## config.mk

```make
export PLATFORM = sky130hd
export DESIGN_NAME = uart_tx_mmio
export DESIGN_NICKNAME = d
export VERILOG_FILES = /design/src/rtl/uart_tx_mmio.sv
export SDC_FILE = /design/constraint.sdc
export NUM_CORES = 1
export LEC_CHECK = 0
export CAP_MARGIN = 0
export CORE_UTILIZATION = 45
export DETAILED_ROUTE_END_ITERATION = 7
export GPL_ROUTABILITY_DRIVEN = 0
export PLACE_DENSITY = 0.83
export SKIP_LAST_GASP = 1
export SYNTH_ARGS = -nofsm -noshare
export SYNTH_HDL_FRONTEND = slang
export SYNTH_SLANG_ARGS = --single-unit
```

## constraint.sdc

```tcl
create_clock -name clk -period 1.4 [get_ports clk]
set_clock_uncertainty 0.1 [all_clocks]
set_input_delay 0.14 -clock clk [delete_from_list [all_inputs] [get_ports clk]]
set_output_delay 0.14 -clock clk [all_outputs]
set_load 0.02 [all_outputs]
```

## src/rtl/uart_tx_mmio.sv

```systemverilog
// rtl/uart_tx_mmio.sv - memory-mapped 8N1 UART transmitter with TX FIFO and CPU clock stall
module uart_tx_mmio #(
    parameter int          CLKS_PER_BIT = 104,
    parameter logic [31:0] BASE_ADDR    = 32'h0000_2000,
    parameter int          FIFO_DEPTH   = 8
) (
    input  logic        clk,
    input  logic        rst_n,
    input  logic [31:0] addr,
    input  logic [31:0] write_data,
    input  logic        memwrite,
    input  logic        memread,
    input  logic [3:0]  sign_mask,
    output logic [31:0] read_data,
    output logic        clk_stall,
    output logic        tx,
    output logic        irq_empty
);

    localparam int PTR_W  = $clog2(FIFO_DEPTH);
    localparam int CNT_W  = PTR_W + 1;
    localparam int BAUD_W = $clog2(CLKS_PER_BIT + 1);
    localparam logic [BAUD_W-1:0] BAUD_LOAD = BAUD_W'(CLKS_PER_BIT - 1);

    typedef enum logic [1:0] {S_IDLE, S_START, S_DATA, S_STOP} state_t;

    logic [1:0]        rst_sync_q;
    logic              rst_int_n;
    state_t            state_q, state_d;
    logic [BAUD_W-1:0] baud_q, baud_d;
    logic [2:0]        bit_q, bit_d;
    logic [7:0]        shift_q, shift_d;
    logic [PTR_W-1:0]  wr_ptr_q, wr_ptr_d, rd_ptr_q, rd_ptr_d;
    logic [CNT_W-1:0]  count_q, count_d;
    logic              full_q, full_d, empty_q, empty_d;
    logic              tx_q, tx_d, irq_q, irq_d;
    logic [7:0]        fifo_q [FIFO_DEPTH];
    logic              sel, wr_txdata, push, pop;
    logic [31:0]       count_ext;
    logic [3:0]        count_sat;
    logic              unused_sig;

    assign sel       = (addr[31:3] == BASE_ADDR[31:3]);
    assign wr_txdata = sel & memwrite & ~addr[2];
    assign push      = wr_txdata & ~full_q;
    assign clk_stall = wr_txdata & full_q;
    assign tx        = tx_q;
    assign irq_empty = irq_q;
    assign rst_int_n = rst_sync_q[1];
    assign unused_sig = ^{sign_mask, write_data[31:8], addr[1:0]};

    // Reset synchroniser: asserts immediately, releases two clocks after rst_n rises
    always_ff @(posedge clk or negedge rst_n) begin
        if (!rst_n) rst_sync_q <= 2'b00;
        else        rst_sync_q <= {rst_sync_q[0], 1'b1};
    end

    // STATUS register readback; count field saturates so deeper FIFOs still fit 4 bits
    always_comb begin
        count_ext = 32'(count_q);
        count_sat = (count_ext > 32'd15) ? 4'hF : count_ext[3:0];
        read_data = 32'h0;
        if (sel && memread && addr[2])
            read_data = {24'h0, count_sat, 1'b0, empty_q, full_q, (state_q != S_IDLE)};
    end

    // Serialiser FSM and FIFO bookkeeping; the STOP bit chains straight into the next START
    always_comb begin
        state_d  = state_q;
        baud_d   = baud_q;
        bit_d    = bit_q;
        shift_d  = shift_q;
        pop      = 1'b0;
        case (state_q)
            S_IDLE: begin
                if (!empty_q) begin
                    pop     = 1'b1;
                    shift_d = fifo_q[rd_ptr_q];
                    baud_d  = BAUD_LOAD;
                    state_d = S_START;
                end
            end
            S_START: begin
                if (baud_q == '0) begin
                    baud_d  = BAUD_LOAD;
                    bit_d   = 3'd0;
                    state_d = S_DATA;
                end else begin
                    baud_d = baud_q - 1'b1;
                end
            end
            S_DATA: begin
                if (baud_q == '0) begin
                    baud_d  = BAUD_LOAD;
                    shift_d = {1'b0, shift_q[7:1]};
                    if (bit_q == 3'd7) state_d = S_STOP;
                    else               bit_d   = bit_q + 3'd1;
                end else begin
                    baud_d = baud_q - 1'b1;
                end
            end
            default: begin
                if (baud_q == '0) begin
                    if (!empty_q) begin
                        pop     = 1'b1;
                        shift_d = fifo_q[rd_ptr_q];
                        baud_d  = BAUD_LOAD;
                        state_d = S_START;
                    end else begin
                        state_d = S_IDLE;
                    end
                end else begin
                    baud_d = baud_q - 1'b1;
                end
            end
        endcase

        wr_ptr_d = push ? wr_ptr_q + PTR_W'(1) : wr_ptr_q;
        rd_ptr_d = pop  ? rd_ptr_q + PTR_W'(1) : rd_ptr_q;
        count_d  = count_q;
        if (push && !pop)      count_d = count_q + CNT_W'(1);
        else if (pop && !push) count_d = count_q - CNT_W'(1);
        full_d   = (count_d == CNT_W'(FIFO_DEPTH));
        empty_d  = (count_d == '0);
        irq_d    = empty_d & (state_d == S_IDLE);

        case (state_q)
            S_START: tx_d = 1'b0;
            S_DATA:  tx_d = shift_q[0];
            default: tx_d = 1'b1;
        endcase
    end

    // FIFO storage needs no reset; occupancy is tracked by the pointers
    always_ff @(posedge clk) begin
        if (push) fifo_q[wr_ptr_q] <= write_data[7:0];
    end

    // Registered state, all cleared by the synchronised reset
    always_ff @(posedge clk or negedge rst_int_n) begin
        if (!rst_int_n) begin
            state_q  <= S_IDLE;
            baud_q   <= '0;
            bit_q    <= 3'd0;
            shift_q  <= 8'h00;
            wr_ptr_q <= '0;
            rd_ptr_q <= '0;
            count_q  <= '0;
            full_q   <= 1'b0;
            empty_q  <= 1'b1;
            tx_q     <= 1'b1;
            irq_q    <= 1'b1;
        end else begin
            state_q  <= state_d;
            baud_q   <= baud_d;
            bit_q    <= bit_d;
            shift_q  <= shift_d;
            wr_ptr_q <= wr_ptr_d;
            rd_ptr_q <= rd_ptr_d;
            count_q  <= count_d;
            full_q   <= full_d;
            empty_q  <= empty_d;
            tx_q     <= tx_d;
            irq_q    <= irq_d;
        end
    end

endmodule

```

==> results of run 1 <==
power breakdown:
part / switching, W / internal [W] / leakage [nW]
Combinational: 0.000130 / 0.0000883 / 1.67
Clock: 0.00112 / 0.000694 / 0.0993
Sequential: 0.000000688 / 0.00315 / 1.01
cell families after synthesis:
logic type               after synthesis  share of synthesized area
AO/OA/AOI/OAI                         64                     0.0826
adder cells (fa/ha/maj)               11                     0.0284
multiplexers                          28                      0.103
AND/OR/NAND/NOR                      105                      0.121
XOR/XNOR                               7                     0.0142
buffers and inverters                 53                     0.0664
flip-flops                           100                      0.583
other                                  2                    0.00155
area by class of cell:
cell class / count / area share
multi-input cells: 242 / 0.318
clock buffers: 9 / 0.0176
inverters: 12 / 0.00710
repair buffers: 170 / 0.222
well taps: 136 / 0.0242
clock inverters: 7 / 0.00959
flip-flops and latches: 100 / 0.401
critical path: cells and delay by family (launching register included):
kind | cells | cell delay, ns
and+or+nand+nor | 3 | 1.03
DFF | 1 | 0.43
buffers and inverters | 2 | 0.28
xor gates and xnor gates | 1 | 0.23
AOI/OAI and AO/OA | 1 | 0.22
muxes | 1 | 0.18
adders and majority gates | 1 | 0.14
Yosys cell counts (all sizes together) (2+ instances only):
cell type,number,area share
mux4,16,0.074
o221ai,2,0.0036
conb,2,0.0015
nand2,33,0.026
edfxtp,64,0.40
nor3b,4,0.0072
inv,12,0.0093
and3,3,0.0039
buf,35,0.052
o21ai,25,0.028
and4,2,0.0036
nand3,3,0.0031
nor2,20,0.015
xnor2,6,0.012
clkbuf,6,0.0046
dfstp,3,0.016
or4b,2,0.0041
a22oi,2,0.0031
a211oi,3,0.0046
nor4,8,0.013
o211ai,2,0.0041
or3,4,0.0062
ha,11,0.028
a21oi,18,0.019
nor3,9,0.012
mux2i,11,0.025
nor4b,4,0.0085
and2,9,0.012
dfrtp,33,0.17
stage by stage:
step / hold WS, ns / util / setup WS, ns
after global placement: 0.184 / 0.602 / -0.993
after floorplan: -0.256 / - / -0.979
after CTS: 0.187 / 0.646 / -1.01
after detailed placement: 0.186 / 0.602 / -1.07
after global routing: 0.212 / 0.679 / -1.36
final: 0.164 / 0.679 / -1.31
layer usage:
| layer | vias up | GRT usage |
|---|---|---|
| met3 | 75 | 0.0433 |
| met4 | 0 | 0.116 |
| met2 | 253 | 0.387 |
| li1 | 1664 | - |
| met1 | 1911 | 0.249 |
| met5 | - | 0 |
path summary, 6_finish.rpt:
| kind | start | endpoint | slack [ns] |
|---|---|---|---|
| hold reg to reg | rst_sync_q[1]$_DFF_PN0_ | state_q[0]$_DFF_PN0_ | 0.16 |
| hold / removal | rst_sync_q[1]$_DFF_PN0_ | state_q[0]$_DFF_PN0_ | 0.16 |
| setup reg to reg | baud_q[1]$_DFF_PN0_ | full_q$_DFF_PN0_ | -1.31 |
| max in group asynchronous | rst_sync_q[1]$_DFF_PN0_ | tx$_DFF_PN1_ | 0.69 |
| setup / recovery | baud_q[1]$_DFF_PN0_ | full_q$_DFF_PN0_ | -1.31 |
| min in group clk | rst_sync_q[0]$_DFF_PN0_ | rst_sync_q[1]$_DFF_PN0_ | 0.27 |
timing repair:
item | CTS | global route
setup buffers | 17 | 22
setup endpoints to repair | 108 | 105
pin swaps | 34 | 22
gates resized for setup | 184 | 51
cloned | 1 | 0
hold buffers | 1 | 0
hold endpoints to repair | 2 | 0
cell usage in the layout (no fill, tap or decap), drive strengths merged, types with 6 or more instances in the layout:
cell type | synthesis | layout
xnor2 | 6 | 6
clkdlybuf4s15 | 0 | 8
nor4 | 8 | 8
and2 | 9 | 9
inv | 12 | 16
mux2i | 11 | 11
nor3 | 9 | 9
conb | 2 | 26
mux4 | 16 | 16
o21ai | 25 | 25
dfrtp | 33 | 33
edfxtp | 64 | 64
clkbuf | 6 | 9
nand2 | 33 | 33
buf | 35 | 146
clkdlybuf4s50 | 0 | 12
nor2 | 20 | 20
a21oi | 18 | 18
ha | 11 | 11
sequential cells by signal, indices dropped and copies added (netlist names), 2 cells and up:
register    cells
state_q         2
bit_q           3
rd_ptr_q        3
shift_q         8
rst_sync_q      2
fifo_q         64
count_q         4
wr_ptr_q        3
baud_q          7
==> run_results.csv, run 1 <==
group,metric,value,unit
timing,period_needed,2.71,ns
cts,root_buffer,"clkbuf_8",
logic_synthesis,syn_area_per_cell,13.1,um2
final_layout,syn_to_final_growth,45.4,%
floorplan,die_y,106,um
routing,drt-vias-per-instance,5.77,
worst_hold_path,hold_class,"flop to async pin",
timing,tightest_slew,0.625,ns
final_layout,drive_above_1_share,0.481,
place,dp_cells,620,
logic_synthesis,synth_seq_cells,100,
cts,htreeDepth,3,
critical_path,crit_type,"flop to flop",
pwr,p_leak,2.78,nW
outcome,status,"finished, violations left",
grt,grt_overflow,0,
critical_path,r2r_cells,9,
routing,wl_met3,814,um
timing,slew_viol_final,0,
critical_path,slowest_delay,0.53,ns
routing,dr.pass1.iters,5,
floorplan,start_util,0.467,
final_layout,finalNonFillerCells,676,
logic_synthesis,yosysSeqAreaShare,0.583,
routing,wl_met1,4990,um
routing,drt-wirelength-per-cell,20.0,um
grt,grt_pass1_wl,18600,um
timing,fmax,0.369,GHz
pwr,powerDensity,735,mW/mm2
critical_path,worst-path-max-fanout,4,
critical_path,slowest_stage,"or4b_4",
floorplan,chipWidth,106,um
final_layout,seqCellArea,0.00283,mm2
pwr,total_power,0.00518,W
critical_path,endpoint_kind,"flop",
floorplan,core,0.0104,mm2
routing,wirelength,13500,um
cts,cts_buffers,9,
logic_synthesis,synth_area,0.00485,mm2
timing,finalCritPeriodShare,1.94,
place,dpl.hpwl,7430,um
logic_synthesis,synth_ff_type,"edfxtp_1",
outcome,violations,"negative setup slack",
routing,via_count,3903,
floorplan,ioPinCount,107,
cts,cts_max_path_buffers,2,
job,drv_cap,0,
logic_synthesis,netlist_instances,370,
routing,drc,0,
routing,drtAntennaViolNets,0,
routing,drt_iter0_drc,309,
timing,fin_setup_tns,-58.24,ns
logic_synthesis,ys_types,60,
routing,dr_wl_met2,6900,um
cts,cts_sinks,100,
logic_synthesis,synth_edf_count,64,
logic_synthesis,synth_warnings,0,
final_layout,fillers,621,
grt,grt_max_degree,35,
final_layout,nets,618,
final_layout,multi_input_area,0.00224,mm2
critical_path,path_cells,"inv_2, ha_4, or4b_4, buf_4, o21a_4, nor4_4, mux2i_4, xnor2_4, nor3b_2",
final_layout,diodes,0,
critical_path,worst_setup_path_start_kind,"flop",
floorplan,num_rows,37,
timing,hold_viol,0,
cts,tritoncts,"built",
grt,gr-usage-all-layers,0.219,
pwr,ir_drop,0.564,mV
grt,grt_pass1_vias,3807,
critical_path,required,1.59,ns
routing,dr.max_layer_used,"met4",
logic_synthesis,synthArstFlopShare,0.360,
final_layout,finalInstanceArea,0.00704,mm2
critical_path,cp_data_arrival_time,2.90,ns
grt,antenna_found_initial,0,
place,dpl_cell_area,0.00624,mm2
cts,path_clk_slew,0.12,ns
timing,rsz0062_at_grt,"yes",
place,io_buffer_count,51,
floorplan,die_area,0.0112,mm2
cts,clk_latency,0.38,ns
timing,slew_headroom,0.581,
timing,timing.final.ws_setup,-1.31,ns
timing,setup_violations,105,
Power figures use the tool's default switching activity.
==> run 2, diff against run 1 <==
--- a/config.mk
+++ b/config.mk
@@ -11,2 +11,3 @@
 export GPL_ROUTABILITY_DRIVEN = 0
+export HOLD_SLACK_MARGIN = 0.06
 export PLACE_DENSITY = 0.83
==> constraint.sdc (replaced) <==
create_clock -name clk -period 1.4 [get_ports clk]
set_clock_uncertainty 0.1 [all_clocks]
set_input_delay 0.28 -clock clk [delete_from_list [all_inputs] [get_ports clk]]
set_output_delay 0.28 -clock clk [all_outputs]
set_load 0.02 [all_outputs]
==> run_results.csv, run 2 (synthesis results as in run 1) <==
group,metric,value,unit
timing,setup_violations,108,
cts,path_clk_slew,0.11,ns
floorplan,start_util,0.467,
pwr,ir_drop,0.648,mV
critical_path,worst_setup_path_start_kind,"flop",
floorplan,chipWidth,106,um
cts,root_buffer,"clkbuf_8",
final_layout,syn_to_final_growth,48.5,%
grt,antenna_found_initial,0,
floorplan,core,0.0104,mm2
routing,drt-wirelength-per-cell,20.4,um
final_layout,largest_reg_flops,64,
pwr,combPwrFrac,0.045,
worst_hold_path,hold_class,"flop to async pin",
final_layout,final_cell_mix,"buf_4 (69), edfxtp_1 (64), buf_6 (47)",
outcome,violations,"negative setup slack",
final_layout,final_common_cell,"buf_4",
final_layout,diodes,0,
floorplan,ioPinCount,107,
critical_path,cp_data_arrival_time,2.80,ns
routing,drt_iter0_drc,310,
critical_path,crit_type,"flop to flop",
cts,htreeDepth,3,
critical_path,r2r_cells,9,
place,io_buffer_count,51,
cts,clk_latency,0.38,ns
grt,gr-usage-all-layers,0.239,
floorplan,die_area,0.0112,mm2
cts,tritoncts,"built",
cts,cts_sinks,100,
critical_path,worst-path-max-fanout,4,
place,pre_cts_ws,-1.43,ns
critical_path,path_cells,"inv_2, ha_4, or4b_4, buf_6, o21a_4, nor4_4, mux2i_4, xnor2_2, nor3_1",
routing,wirelength,13600,um
routing,drt-vias-per-instance,5.66,
routing,via_count,3777,
grt,grt_max_degree,35,
outcome,status,"finished, violations left",
critical_path,critical_path.top_delay_family,"simple AND/OR/NAND/NOR gates",
critical_path,reg2reg_slack,-1.22,ns
final_layout,nets,609,
timing,slew_viol_final,0,
pwr,p_seq_frac,0.583,
timing,hold_ws,0.200,ns
routing,dr.pass1.iters,4,
final_layout,drive_above_1_share,0.507,
timing,finalCritPeriodShare,1.87,
critical_path,slowest_delay,0.50,ns
grt,grt_pass1_wl,20100,um
pwr,p_leak,2.84,nW
critical_path,endpoint_kind,"flop",
floorplan,num_rows,37,
critical_path,worstReg2RegEnd,"empty_q$_DFF_PN1_",
pwr,p_int,0.00412,W
final_layout,reg_top3,"fifo_q (64), shift_q (8), baud_q (7)",
timing,fmax,0.382,GHz
job,drv_cap,0,
timing,hold_viol,0,
floorplan,die_y,106,um
grt,grt_pass1_vias,3929,
routing,drc,0,
place,dpl.hpwl,7870,um
critical_path,cp_num_buf_inv,2,
grt,grt_overflow,0,
timing,timing.final.ws_setup,-1.22,ns
critical_path,worstReg2RegStart,"baud_q[1]$_DFF_PN0_",
final_layout,top_register,"fifo_q",
timing,period_needed,2.62,ns
timing,fin_setup_tns,-60.57,ns
critical_path,required,1.58,ns
pwr,power_frac_clock,0.372,
timing,slew_headroom,0.635,
pwr,p_switching,0.00128,W
cts,cts_max_path_buffers,2,
critical_path,slowest_stage,"or4b_4",
cts,cts_buffers,9,
timing,rsz0062_at_grt,"yes",
pwr,powerDensity,751,mW/mm2
routing,drtAntennaViolNets,0,
timing,tightest_slew,0.534,ns
pwr,swShare,0.237,
-- run 2: cell count changes in the layout (fill, tap and decap cells not counted), sizes merged --
cell         change
buf              -8
dlygate4sd2      -1
clkinvlp         +1
clkbuf           +1
bufinv           +1
clkinv           -2
o211ai           -1
-- run 2: cell type report --
cell class / count / area [um2]
clock inverters: 7 / 91.3
inverters: 12 / 45.0
multi-input cells: 241 / 2350
repair buffers: 162 / 1590
flip-flops and latches: 100 / 2830
clock buffers: 9 / 124
well taps: 136 / 170
fillers: 617 / 3170
-- run 2: power by group through the flow --
stage	clock network [W]	registers [W]	logic, W
floorplan	0	0.00323	0.000120
global placement	0	0.00321	0.000225
finish	0.00201	0.00315	0.000245
detailed placement	0	0.00321	0.000234
global route	0.00214	0.00315	0.000261
CTS	0.00199	0.00315	0.000234
-- run 2: how the worst max path moves through the flow --
stage | from | to | cells past startpoint
finish | baud_q[1]$_DFF_PN0_ | empty_q$_DFF_PN1_ | 9
global placement | addr[7] | read_data[4] | 7
global route | baud_q[1]$_DFF_PN0_ | full_q$_DFF_PN0_ | 9
CTS | baud_q[1]$_DFF_PN0_ | full_q$_DFF_PN0_ | 9
detailed placement | addr[9] | read_data[2] | 7
floorplan | baud_q[0]$_DFF_PN0_ | baud_q[5]$_DFF_PN0_ | 10
-- run 2: what timing repair did --
action / 4_1_cts / 5_1_grt
resized for setup: 240 / 46
cloned: 1 / 0
setup endpoints to repair: 108 / 108
hold endpoints to repair: 2 / 0
hold buffers: 1 / 0
pin swaps: 48 / 24
buffers inserted: 18 / 13
-- run 2: metrics by stage --
stage / util / total power (W) / instance area [um2] / cells
finish: 0.694 / 0.00540 / 7200 / 667
global route: 0.694 / 0.00554 / 7200 / 667
CTS: 0.670 / 0.00537 / 6950 / 659
detailed placement: 0.603 / 0.00344 / 6250 / 623
global placement: 0.603 / 0.00344 / 6250 / 623
floorplan: - / 0.00335 / 5140 / 394
-- run 2: worst register-to-register path, delay by kind of cell (launching register included) --
| kind | cells | cell delay, ns |
|---|---|---|
| AOI/OAI and AO/OA | 1 | 0.21 |
| xor gates and xnor gates | 1 | 0.20 |
| adders and majority gates | 1 | 0.12 |
| buffers and inverters | 2 | 0.23 |
| DFF | 1 | 0.42 |
| muxes | 1 | 0.14 |
| and+or+nand+nor | 3 | 1.09 |
-- run 2: per-layer routing --
metal / track usage / wire [um] / vias to the layer above
met5: 0 / 0 / -
met4: 0.108 / 566 / 0
met3: 0.0476 / 896 / 50
met2: 0.435 / 7310 / 223
met1: 0.269 / 4830 / 1857
li1: - / - / 1647
==> run 3, diff against run 2 <==
--- a/config.mk
+++ b/config.mk
@@ -12,4 +12,5 @@
 export HOLD_SLACK_MARGIN = 0.06
-export PLACE_DENSITY = 0.83
+export PLACE_DENSITY = 0.72
 export SKIP_LAST_GASP = 1
+export SLEW_MARGIN = 20
 export SYNTH_ARGS = -nofsm -noshare
==> constraint.sdc (replaced) <==
create_clock -name clk -period 1.4 [get_ports clk]
set_clock_uncertainty 0.1 [all_clocks]
set_input_delay 0.14 -clock clk [delete_from_list [all_inputs] [get_ports clk]]
set_output_delay 0.14 -clock clk [all_outputs]
set_load 0.02 [all_outputs]
==> run_results.csv, run 3 (synthesis results as in run 1) <==
group,metric,value,unit
cts,path_clk_slew,0.11,ns
pwr,p_switching,0.00120,W
worst_hold_path,hold_class,"flop to async pin",
pwr,ir_drop,0.689,mV
timing,tightest_slew,0.573,ns
routing,drt-wirelength-per-cell,17.6,um
pwr,powerDensity,721,mW/mm2
pwr,combPwrFrac,0.044,
final_layout,top_register,"fifo_q",
routing,drt_iter0_drc,226,
final_layout,reg_top3,"fifo_q (64), shift_q (8), baud_q (7)",
outcome,status,"finished, violations left",
routing,drtAntennaViolNets,0,
critical_path,path_cells,"inv_2, ha_4, or4b_4, nor3_4, buf_4, buf_6, and2_4, nor2_2, o32ai_2, a31oi_1",
timing,fmax,0.395,GHz
timing,fin_setup_tns,-52.53,ns
cts,tritoncts,"built",
timing,hold_viol,0,
critical_path,cp_num_buf_inv,3,
outcome,violations,"negative setup slack",
grt,gr-usage-all-layers,0.203,
timing,slew_headroom,0.608,
timing,rsz0062_at_grt,"yes",
timing,setup_violations,106,
routing,drt-vias-per-instance,5.47,
final_layout,nets,603,
timing,finalCritPeriodShare,1.81,
cts,cts_buffers,9,
floorplan,die_y,106,um
job,drv_cap,0,
cts,cts_sinks,100,
cts,root_buffer,"clkbuf_8",
floorplan,ioPinCount,107,
final_layout,final_common_cell,"buf_4",
critical_path,worst-path-max-fanout,6,
floorplan,core,0.0104,mm2
timing,slew_viol_final,0,
final_layout,largest_reg_flops,64,
timing,timing.final.ws_setup,-1.13,ns
floorplan,start_util,0.467,
final_layout,drive_above_1_share,0.507,
grt,grt_pass1_wl,17300,um
routing,wirelength,11600,um
grt,antenna_found_initial,0,
final_layout,diodes,0,
critical_path,cp_data_arrival_time,2.68,ns
timing,period_needed,2.53,ns
critical_path,critical_path.top_delay_family,"simple AND/OR/NAND/NOR gates",
critical_path,crit_type,"flop to flop",
final_layout,final_cell_mix,"buf_4 (69), edfxtp_1 (64), dfrtp_1 (33)",
critical_path,slowest_stage,"or4b_4",
place,io_buffer_count,51,
routing,drc,0,
critical_path,endpoint_kind,"flop",
pwr,p_leak,2.74,nW
pwr,p_seq_frac,0.615,
final_layout,finalInstanceArea,0.00710,mm2
grt,grt_max_degree,35,
critical_path,slowest_delay,0.53,ns
routing,via_count,3616,
floorplan,num_rows,37,
final_layout,finalNonFillerCells,661,
place,dpl.hpwl,7280,um
pwr,swShare,0.234,
place,dp_cells,622,
place,pre_cts_ws,-1.05,ns
routing,dr.pass1.iters,5,
pwr,p_int,0.00392,W
critical_path,required,1.55,ns
floorplan,chipWidth,106,um
floorplan,die_area,0.0112,mm2
grt,grt_pass1_vias,3664,
cts,cts_max_path_buffers,2,
place,dpl_cell_area,0.00630,mm2
critical_path,worst_setup_path_start_kind,"flop",
grt,grt_overflow,0,
final_layout,syn_to_final_growth,46.4,%
timing,hold_ws,0.190,ns
cts,clk_latency,0.37,ns
pwr,power_frac_clock,0.341,
cts,htreeDepth,3,
## run 3: changes by cell type in the layout (fill, tap and decap cells not counted), sizes merged
cell      before  now
buf          138  131
clkbuf        10   12
clkinv         1    3
bufinv         1    0
clkinvlp       1    0
inv           16   15
## run 3: through the flow
step | power (W) | util
3_3_place_gp | 0.00344 | 0.608
2_1_floorplan | 0.00335 | -
4_1_cts | 0.00511 | 0.640
5_1_grt | 0.00526 | 0.684
3_5_place_dp | 0.00344 | 0.608
6_report | 0.00511 | 0.684
## run 3: per-layer routing
layer	vias to the layer above	GRT usage	wire, um
met1	1789	0.239	4430
met2	162	0.368	6300
li1	1635	-	-
met3	30	0.0328	606
met5	-	0	0
met4	0	0.0794	284
## run 3: worst paths after layout
check	startpoint	to	slack [ns]	depth (start not counted)
worst max-delay path	baud_q[1]$_DFF_PN0_	baud_q[0]$_DFF_PN0_	-1.13	10
worst min-delay path	rst_sync_q[1]$_DFF_PN0_	baud_q[5]$_DFF_PN0_	0.19	1
worst max register to register	baud_q[1]$_DFF_PN0_	baud_q[0]$_DFF_PN0_	-1.13	10
worst min register to register	rst_sync_q[1]$_DFF_PN0_	baud_q[5]$_DFF_PN0_	0.19	1
max in group asynchronous	rst_sync_q[1]$_DFF_PN0_	tx$_DFF_PN1_	0.65	1
min in group clk	rst_sync_q[0]$_DFF_PN0_	rst_sync_q[1]$_DFF_PN0_	0.27	0
## run 3: power by group through the flow
stage | combinational, W | clock [W] | sequential (W)
after floorplan | 0.000120 | 0 | 0.00323
after global placement | 0.000226 | 0 | 0.00321
after detailed placement | 0.000233 | 0 | 0.00321
after CTS | 0.000212 | 0.00175 | 0.00315
after global routing | 0.000243 | 0.00187 | 0.00315
final | 0.000224 | 0.00174 | 0.00315
## run 3: area by class of cell
| type | instances | area [um2] |
|---|---|---|
| Fill cell | 674 | 3270 |
| Sequential cell | 100 | 2830 |
| Multi-Input combinational cell | 241 | 2350 |
| Timing Repair Buffer | 156 | 1520 |
| Tap cell | 136 | 170 |
| Clock buffer | 10 | 128 |
| Clock inverter | 6 | 55.1 |
| Inverter | 12 | 47.5 |
## run 3: timing repair
item,4_1_cts,5_1_grt
hold buffers,1,0
setup buffers,10,14
resized for setup,174,91
pin swaps,26,40
cloned,0,1
endpoints found under the setup margin,108,107
hold endpoints to repair,2,0
